==> src/rtl/cfu_cmd_issuer.sv <==
// cfu_cmd_issuer: queues CFU requests and issues them one at a time, returning each result or a timeout
module cfu_cmd_issuer #(
  parameter int FIFO_DEPTH = 4,
  parameter int TIMEOUT = 4096
) (
  input  logic        clk,
  input  logic        reset,
  input  logic        req_valid,
  output logic        req_ready,
  input  logic [9:0]  req_function_id,
  input  logic [31:0] req_inputs_0,
  input  logic [31:0] req_inputs_1,
  output logic        cmd_valid,
  input  logic        cmd_ready,
  output logic [9:0]  cmd_payload_function_id,
  output logic [31:0] cmd_payload_inputs_0,
  output logic [31:0] cmd_payload_inputs_1,
  input  logic        rsp_valid,
  output logic        rsp_ready,
  input  logic [31:0] rsp_payload_outputs_0,
  output logic        res_valid,
  input  logic        res_ready,
  output logic [31:0] res_data,
  output logic        res_timeout,
  output logic        busy,
  output logic        err_sticky
);
  localparam int AW = $clog2(FIFO_DEPTH);
  localparam int CW = TIMEOUT > 1 ? $clog2(TIMEOUT) : 1;
  typedef enum logic [1:0] {IDLE, ISSUE, WAIT_RSP, DELIVER} state_t;
  state_t state;
  logic [73:0] mem [FIFO_DEPTH];
  logic [AW-1:0] wr_ptr, rd_ptr;
  logic [AW:0] count;
  logic [CW-1:0] cnt;
  logic push, pop, full, queued;
  assign full = count == (AW+1)'(FIFO_DEPTH);
  assign queued = count != '0;
  assign req_ready = !reset && !full;
  assign push = req_valid && req_ready;
  assign pop = cmd_valid && cmd_ready;
  assign {cmd_payload_function_id, cmd_payload_inputs_0, cmd_payload_inputs_1} = mem[rd_ptr];
  assign busy = queued || state != IDLE;
  // request storage; entries are only read once count says they are valid
  always_ff @(posedge clk)
    if (push) mem[wr_ptr] <= {req_function_id, req_inputs_0, req_inputs_1};
  // FIFO pointers wrap naturally because the depth is a power of two
  always_ff @(posedge clk) begin
    if (reset) begin
      wr_ptr <= '0;
      rd_ptr <= '0;
      count <= '0;
    end else begin
      if (push) wr_ptr <= wr_ptr + 1'b1;
      if (pop) rd_ptr <= rd_ptr + 1'b1;
      count <= count + (AW+1)'(push) - (AW+1)'(pop);
    end
  end
  // command sequencer with registered handshake outputs and response timeout
  always_ff @(posedge clk) begin
    if (reset) begin
      state <= IDLE;
      cmd_valid <= 1'b0;
      rsp_ready <= 1'b0;
      res_valid <= 1'b0;
      res_data <= '0;
      res_timeout <= 1'b0;
      err_sticky <= 1'b0;
      cnt <= '0;
    end else begin
      case (state)
        IDLE: if (queued) begin
          state <= ISSUE;
          cmd_valid <= 1'b1;
        end
        ISSUE: if (cmd_ready) begin
          state <= WAIT_RSP;
          cmd_valid <= 1'b0;
          rsp_ready <= 1'b1;
          cnt <= '0;
        end
        WAIT_RSP: if (rsp_valid || cnt == CW'(TIMEOUT - 1)) begin
          state <= DELIVER;
          rsp_ready <= 1'b0;
          res_valid <= 1'b1;
          res_data <= rsp_valid ? rsp_payload_outputs_0 : '0;
          res_timeout <= !rsp_valid;
          err_sticky <= err_sticky || !rsp_valid;
        end else cnt <= cnt + 1'b1;
        DELIVER: if (res_ready) begin
          state <= queued ? ISSUE : IDLE;
          cmd_valid <= queued;
          res_valid <= 1'b0;
        end
        default: state <= IDLE;
      endcase
    end
  end
endmodule

==> config.mk <==
export PLATFORM = sky130hd
export DESIGN_NAME = cfu_cmd_issuer
export DESIGN_NICKNAME = d
export VERILOG_FILES = /design/src/rtl/cfu_cmd_issuer.sv
export SDC_FILE = /design/constraint.sdc
export NUM_CORES = 1
export LEC_CHECK = 0
export ABC_AREA = 1
export ABC_CLOCK_PERIOD_IN_PS = 7800
export CORE_MARGIN = 1.5
export CORE_UTILIZATION = 53
export DETAILED_ROUTE_END_ITERATION = 10
export GPL_TIMING_DRIVEN = 0
export MAX_ROUTING_LAYER = met4
export PLACE_DENSITY = 0.88
export SLEW_MARGIN = 0
export SYNTH_ARGS = -nofsm -noshare
export SYNTH_HDL_FRONTEND = slang
export SYNTH_SLANG_ARGS = --single-unit
export TNS_END_PERCENT = 100
==> constraint.sdc <==
create_clock -name clk -period 7.8 [get_ports clk]
set_clock_uncertainty 0.2 [all_clocks]
set_input_delay 1.95 -clock clk [delete_from_list [all_inputs] [get_ports clk]]
set_output_delay 1.95 -clock clk [all_outputs]
set_load 0.1 [all_outputs]
# After elaboration in Yosys (flattened, before gate mapping)
# Memory sizes are Yosys's and may differ from the RTL's. A register that Yosys moved wholly into a read port is not among the register bits.
# Index checks and enable logic that the tools add are counted.
# classes
add_sub_neg	5
n_eq_ne	10
n_mux	24
reduce_logical	21
# ops
operator	n
32-bit 2-to-1 mux	1
12-bit 2-to-1 mux	2
12-bit one-hot mux with 2 select lines	1
12-bit by 1-bit adder with 12-bit output, second input constant	1
12-bit equality test, second input constant	1
2-bit 2-to-1 mux	6
1-bit 2-to-1 mux	10
2-bit != test, second input constant	5
3-bit AND reduction	3
2-bit one-hot mux with 4 select lines	1
4-bit AND reduction	2
2-bit nonzero test	3
3-bit nonzero test	2
2-bit by 1-bit adder with 2-bit output, second input constant	2
2-bit equality test, second input constant	2
1-bit one-hot mux with 2 select lines	2
3-bit by 1-bit adder with 3-bit output	1
3-bit equality test, second input constant	1
1-bit logical AND	3
1-bit zero test	3
1-bit logical OR	3
1-bit one-hot mux with 3 select lines	1
3-bit by 1-bit subtractor with 3-bit output	1
2-bit by 1-bit equality test with 1-bit output, second input constant	1
other kinds (2)	2
# word_totals
ff_bits	58
ram_bits	296
input_bits	112
out_inout_bits	113
word_cells	72
memories	1
# memory_table
name	words	word_bits	read_ports	rd_ports_with_merged_regs	wr	line	rtl
mem	4	74	1	1	1	32	logic [73:0] mem [FIFO_DEPTH];

# Logic depth before layout (Yosys ltp)
# depth
depth_word	6
mapped_depth	11
ltp_nobuf	10

# Worst setup path before layout
# OpenSTA, ideal clock, no wires.
# synth_path
path_type	input to register
startpoint	in reset
endpoint	mem mem[2][0] (enable)
setup_ns	0.506
arrival_time_ns	7.292
t_required_ns	7.094
setup_slack_ns	-0.198
path_stages	3
path_buffers	0
cell_sequence	a31oi_1 -> nand2_1 -> nor2_1
# synth_between
elab_chain_len	5
# synth_rtl
item	line	rtl
from (decl)	7	input logic reset,
1-bit zero test	39	assign req_ready = !reset && !full;
1-bit logical AND	39	
1-bit logical AND	40	assign push = req_valid && req_ready;
1-bit 2-to-1 mux	46	if (push) mem[wr_ptr] <= {req_function_id, req_inputs_0, req_inputs_1};
1-bit 2-to-1 mux (implied by the code)	46	
to (decl)	32	
# Every way passes these cells.

# Worst setup path in the final report
# layout_path
startpoint	in reset
endpoint	out req_ready
# layout_between
elab_chain_len	2
# layout_rtl
item	line	rtl
1-bit zero test	39	
1-bit logical AND	39	
to (decl)	9	output logic req_ready,
# Every way passes these cells.

==> summary.md <==
| Metric | Value |
|---|---|
| I/O pin count | `225` |
| Fmax | `165.2 MHz` |
| Post-CTS Setup Bufs | `0` |
| Reg2reg start | `count[1]$_SDFF_PP0_` |
| Post-Route Utilization | `69.85%` |
| Syn_area_per_cell | `12.27 µm²` |
| Mapped cell area | `0.01361 mm²` |
| Max-cap check violation count | `0` |
| Max Root-Sink Buffers | `3` |
| Met1 GRT Util | `30.45%` |
| Startpoint Class | `input port` |
| Final instance area | `0.01759 mm²` |
| Max Slew Vio Count | `0` |
| Most crowded layer after global routing | `met2` |
| Num rows | `58` |
| Worst Hold End | `res_data[3]$_SDFFE_PP0P_` |
| First-pass GRT wire length | `51020 µm` |
| Port Buffer Count | `224` |
| Largest net degree at the start of global routing | `32` |
| EDFF count, synth | `296` |
| P_leak | `5.943 nW` |
| Vias | `9789` |
| Hold path depth | `2` |
| RSZ-0062 raised after global routing | `false` |
| Post-synthesis cell count | `1109` |
| Final net count | `1506` |
| Vias in the first global route | `9718` |
| Synth warnings | `0` |
| Die Wd | `163.3 µm` |
| Drt first-iter violations | `1103` |
| Worst Path Required | `5.65 ns` |
| DP Wirelength | `21560 µm` |
| CTS tree | `done` |
| Global Route Usage Sum | `25.67%` |
| Via density | `5.626` |
| Maximum fanout along the worst path | `3` |
| # DRC | `0` |
| Routed wire length per instance | `19.17 µm` |
| RR Endpoint | `mem[1][47]$_DFFE_PP_` |
| Seq/Total Area, Yosys | `74.12%` |
| Grt met3 use | `5.688%` |
| Clk slew on worst S/H paths | `0.06 ns` |
| Layout cells sized above 1 | `6.388%` |
| DP Area | `0.01653 mm²` |
| Yosys top cell area share | `65.30%` |
| Count of unique library cells instantiated by Yosys | `26` |
| Top FF cell, synth | `edfxtp_1` |
| Post-route antenna net violation count | `0` |
| CTS resizes | `0` |
| Num CTS Buffers | `36` |
| GR Overflow Total | `0` |
| #FFs+latches synth | `356` |
| Final hold violation count | `0` |
| Reg2reg setup slack | `4.97 ns` |
| Start point of the worst hold path | `res_data[3]$_SDFFE_PP0P_` |
| Drt first pass iters | `6` |
| Crit. End Element | `output port` |
| Synth area leader | `edfxtp_1` |
| Worst Path Arrival | `3.90 ns` |
| Worst VDD drop | `334.9 µV` |
| Syn Nets | `1234` |
| Die Y | `163.3 µm` |
| HP Class | `reg2reg` |
| PwrDens | `318.7 mW/mm²` |
| Area Growth Syn to Fin | `29.21%` |
| Worst-Margin Slew | `1.088 ns` |
| Core area | `0.02518 mm²` |
| Setup violators final | `0` |
| Max-slew headroom | `27.27%` |
| Htree depth | `2` |
| R2R cell count | `6` |
| Status | `finished clean` |
| FFs w/ async S/R, synth | `0%` |
| Top post-synthesis cells by area | `edfxtp_1 (65%), dfxtp_1 (8.8%), o21ai_0 (5.8%), nor2_1 (5.0%), nand2_1 (3.5%)` |
| Placer Congestion | `0.8498` |
| Sink Count | `356` |
| Clock root buffer | `clkbuf_16` |
| Die area | `0.02665 mm²` |
| CTS Hold Bufs | `0` |
| Crit Path Category | `in2out` |
| GR Util met2 | `43.72%` |
| Final period utilization | `77.60%` |
| Initial antenna violation count | `1` |
| Worst-Skew Late Latency | `0.51 ns` |
| Final WL | `33350 µm` |
| Tmin final | `6.053 ns` |
| Initial Utilization | `54.05%` |
==> worst max path at each step <==
stage / start / end / slack (ns) / cells past startpoint
after floorplan: reset / mem[2][0]$_DFFE_PP_ / -0.20 / 3
after global placement: reset / mem[3][47]$_DFFE_PP_ / -1.16 / 4
after detailed placement: reset / req_ready / 1.72 / 3
after CTS: reset / req_ready / 1.72 / 3
after global routing: reset / req_ready / 1.70 / 3
final: reset / req_ready / 1.75 / 3
==> sequential cells by signal, indices dropped and copies added, names as in the netlist, named ones only <==
signal,cells
count,3
rd_ptr,2
res_timeout,1
err_sticky,1
wr_ptr,2
cmd_valid,1
cnt,12
state,2
res_data,32
mem,296
res_valid,1
rsp_ready,1
==> metrics by stage <==
stage          setup WS, ns  power (W)  cells  hold WS, ns  setup TNS, ns
6_report              1.747   0.005605   1740       0.2587              0
3_3_place_gp         -1.162   0.004043   1663       0.2449        -316.12
5_1_grt               1.697   0.005799   1740       0.2734              0
2_1_floorplan       -0.1983   0.003583   1109       0.2357         -58.69
4_1_cts               1.721   0.005620   1739       0.2628              0
3_5_place_dp          1.725   0.004079   1673       0.2529              0
==> critical path, cell delays in order <==
cell and delay [ns]:
clkdlybuf4s50_1 0.46, a31oi_1 0.29, clkdlybuf4s50_1 1.20
==> synthesized netlist by cell type (4+ instances only) <==
cell type  instances
nand3_1           25
dfxtp_1           60
buf_2             15
edfxtp_1         296
inv_1             43
nor2_1           183
nand2_1          126
o21ai_0          159
o22ai_1           74
a21oi_1           48
a21oi_2            4
ha_1              12
clkbuf_1          45
==> cells in the final DEF (no fill, tap or decap), drive strengths merged <==
master	instances
a21oi	52
a31oi	1
buf	29
clkbuf	93
clkdlybuf4s50	224
clkinv	15
clkinvlp	1
dfxtp	60
diode	1
edfxtp	296
fa	1
ha	12
inv	45
nand2	129
nand3	26
nand4	2
nor2	184
nor3	2
o21ai	159
o21bai	1
o22ai	74
or2	2
xor2	1
==> metal layers <==
metal / up-vias / routed length [µm]
met4: 0 / 802
met1: 4694 / 12570
met3: 72 / 3140
met2: 497 / 16850
li1: 4526 / -
met5: - / 0
==> cells by family after synthesis <==
kind of cell	after synthesis	share of synthesized area, %
AOI/OAI and AO/OA	287	11.37
xor gates and xnor gates	1	0.06436
adders and majority gates	13	1.250
buffers and inverters	107	3.199
DFF	356	74.12
and+or+nand+nor	345	9.992
==> cell type report <==
class / instances / area, µm²
Tap cell: 330 / 412.9
Buffer: 64 / 274.0
Fill cell: 1636 / 7594
Clock inverter: 18 / 91.34
Timing Repair Buffer: 234 / 2472
Antenna cell: 1 / 2.502
Sequential cell: 356 / 10090
Inverter: 43 / 161.4
Multi-Input combinational cell: 646 / 3117
Clock buffer: 48 / 967.2
==> power by group <==
group | switching (W) | internal [W]
Clock | 0.000677 | 0.000876
Sequential | 0.0000464 | 0.00218
Combinational | 0.00139 | 0.000436
Total | 0.00212 | 0.00349
(Power assumes the default switching activity.)
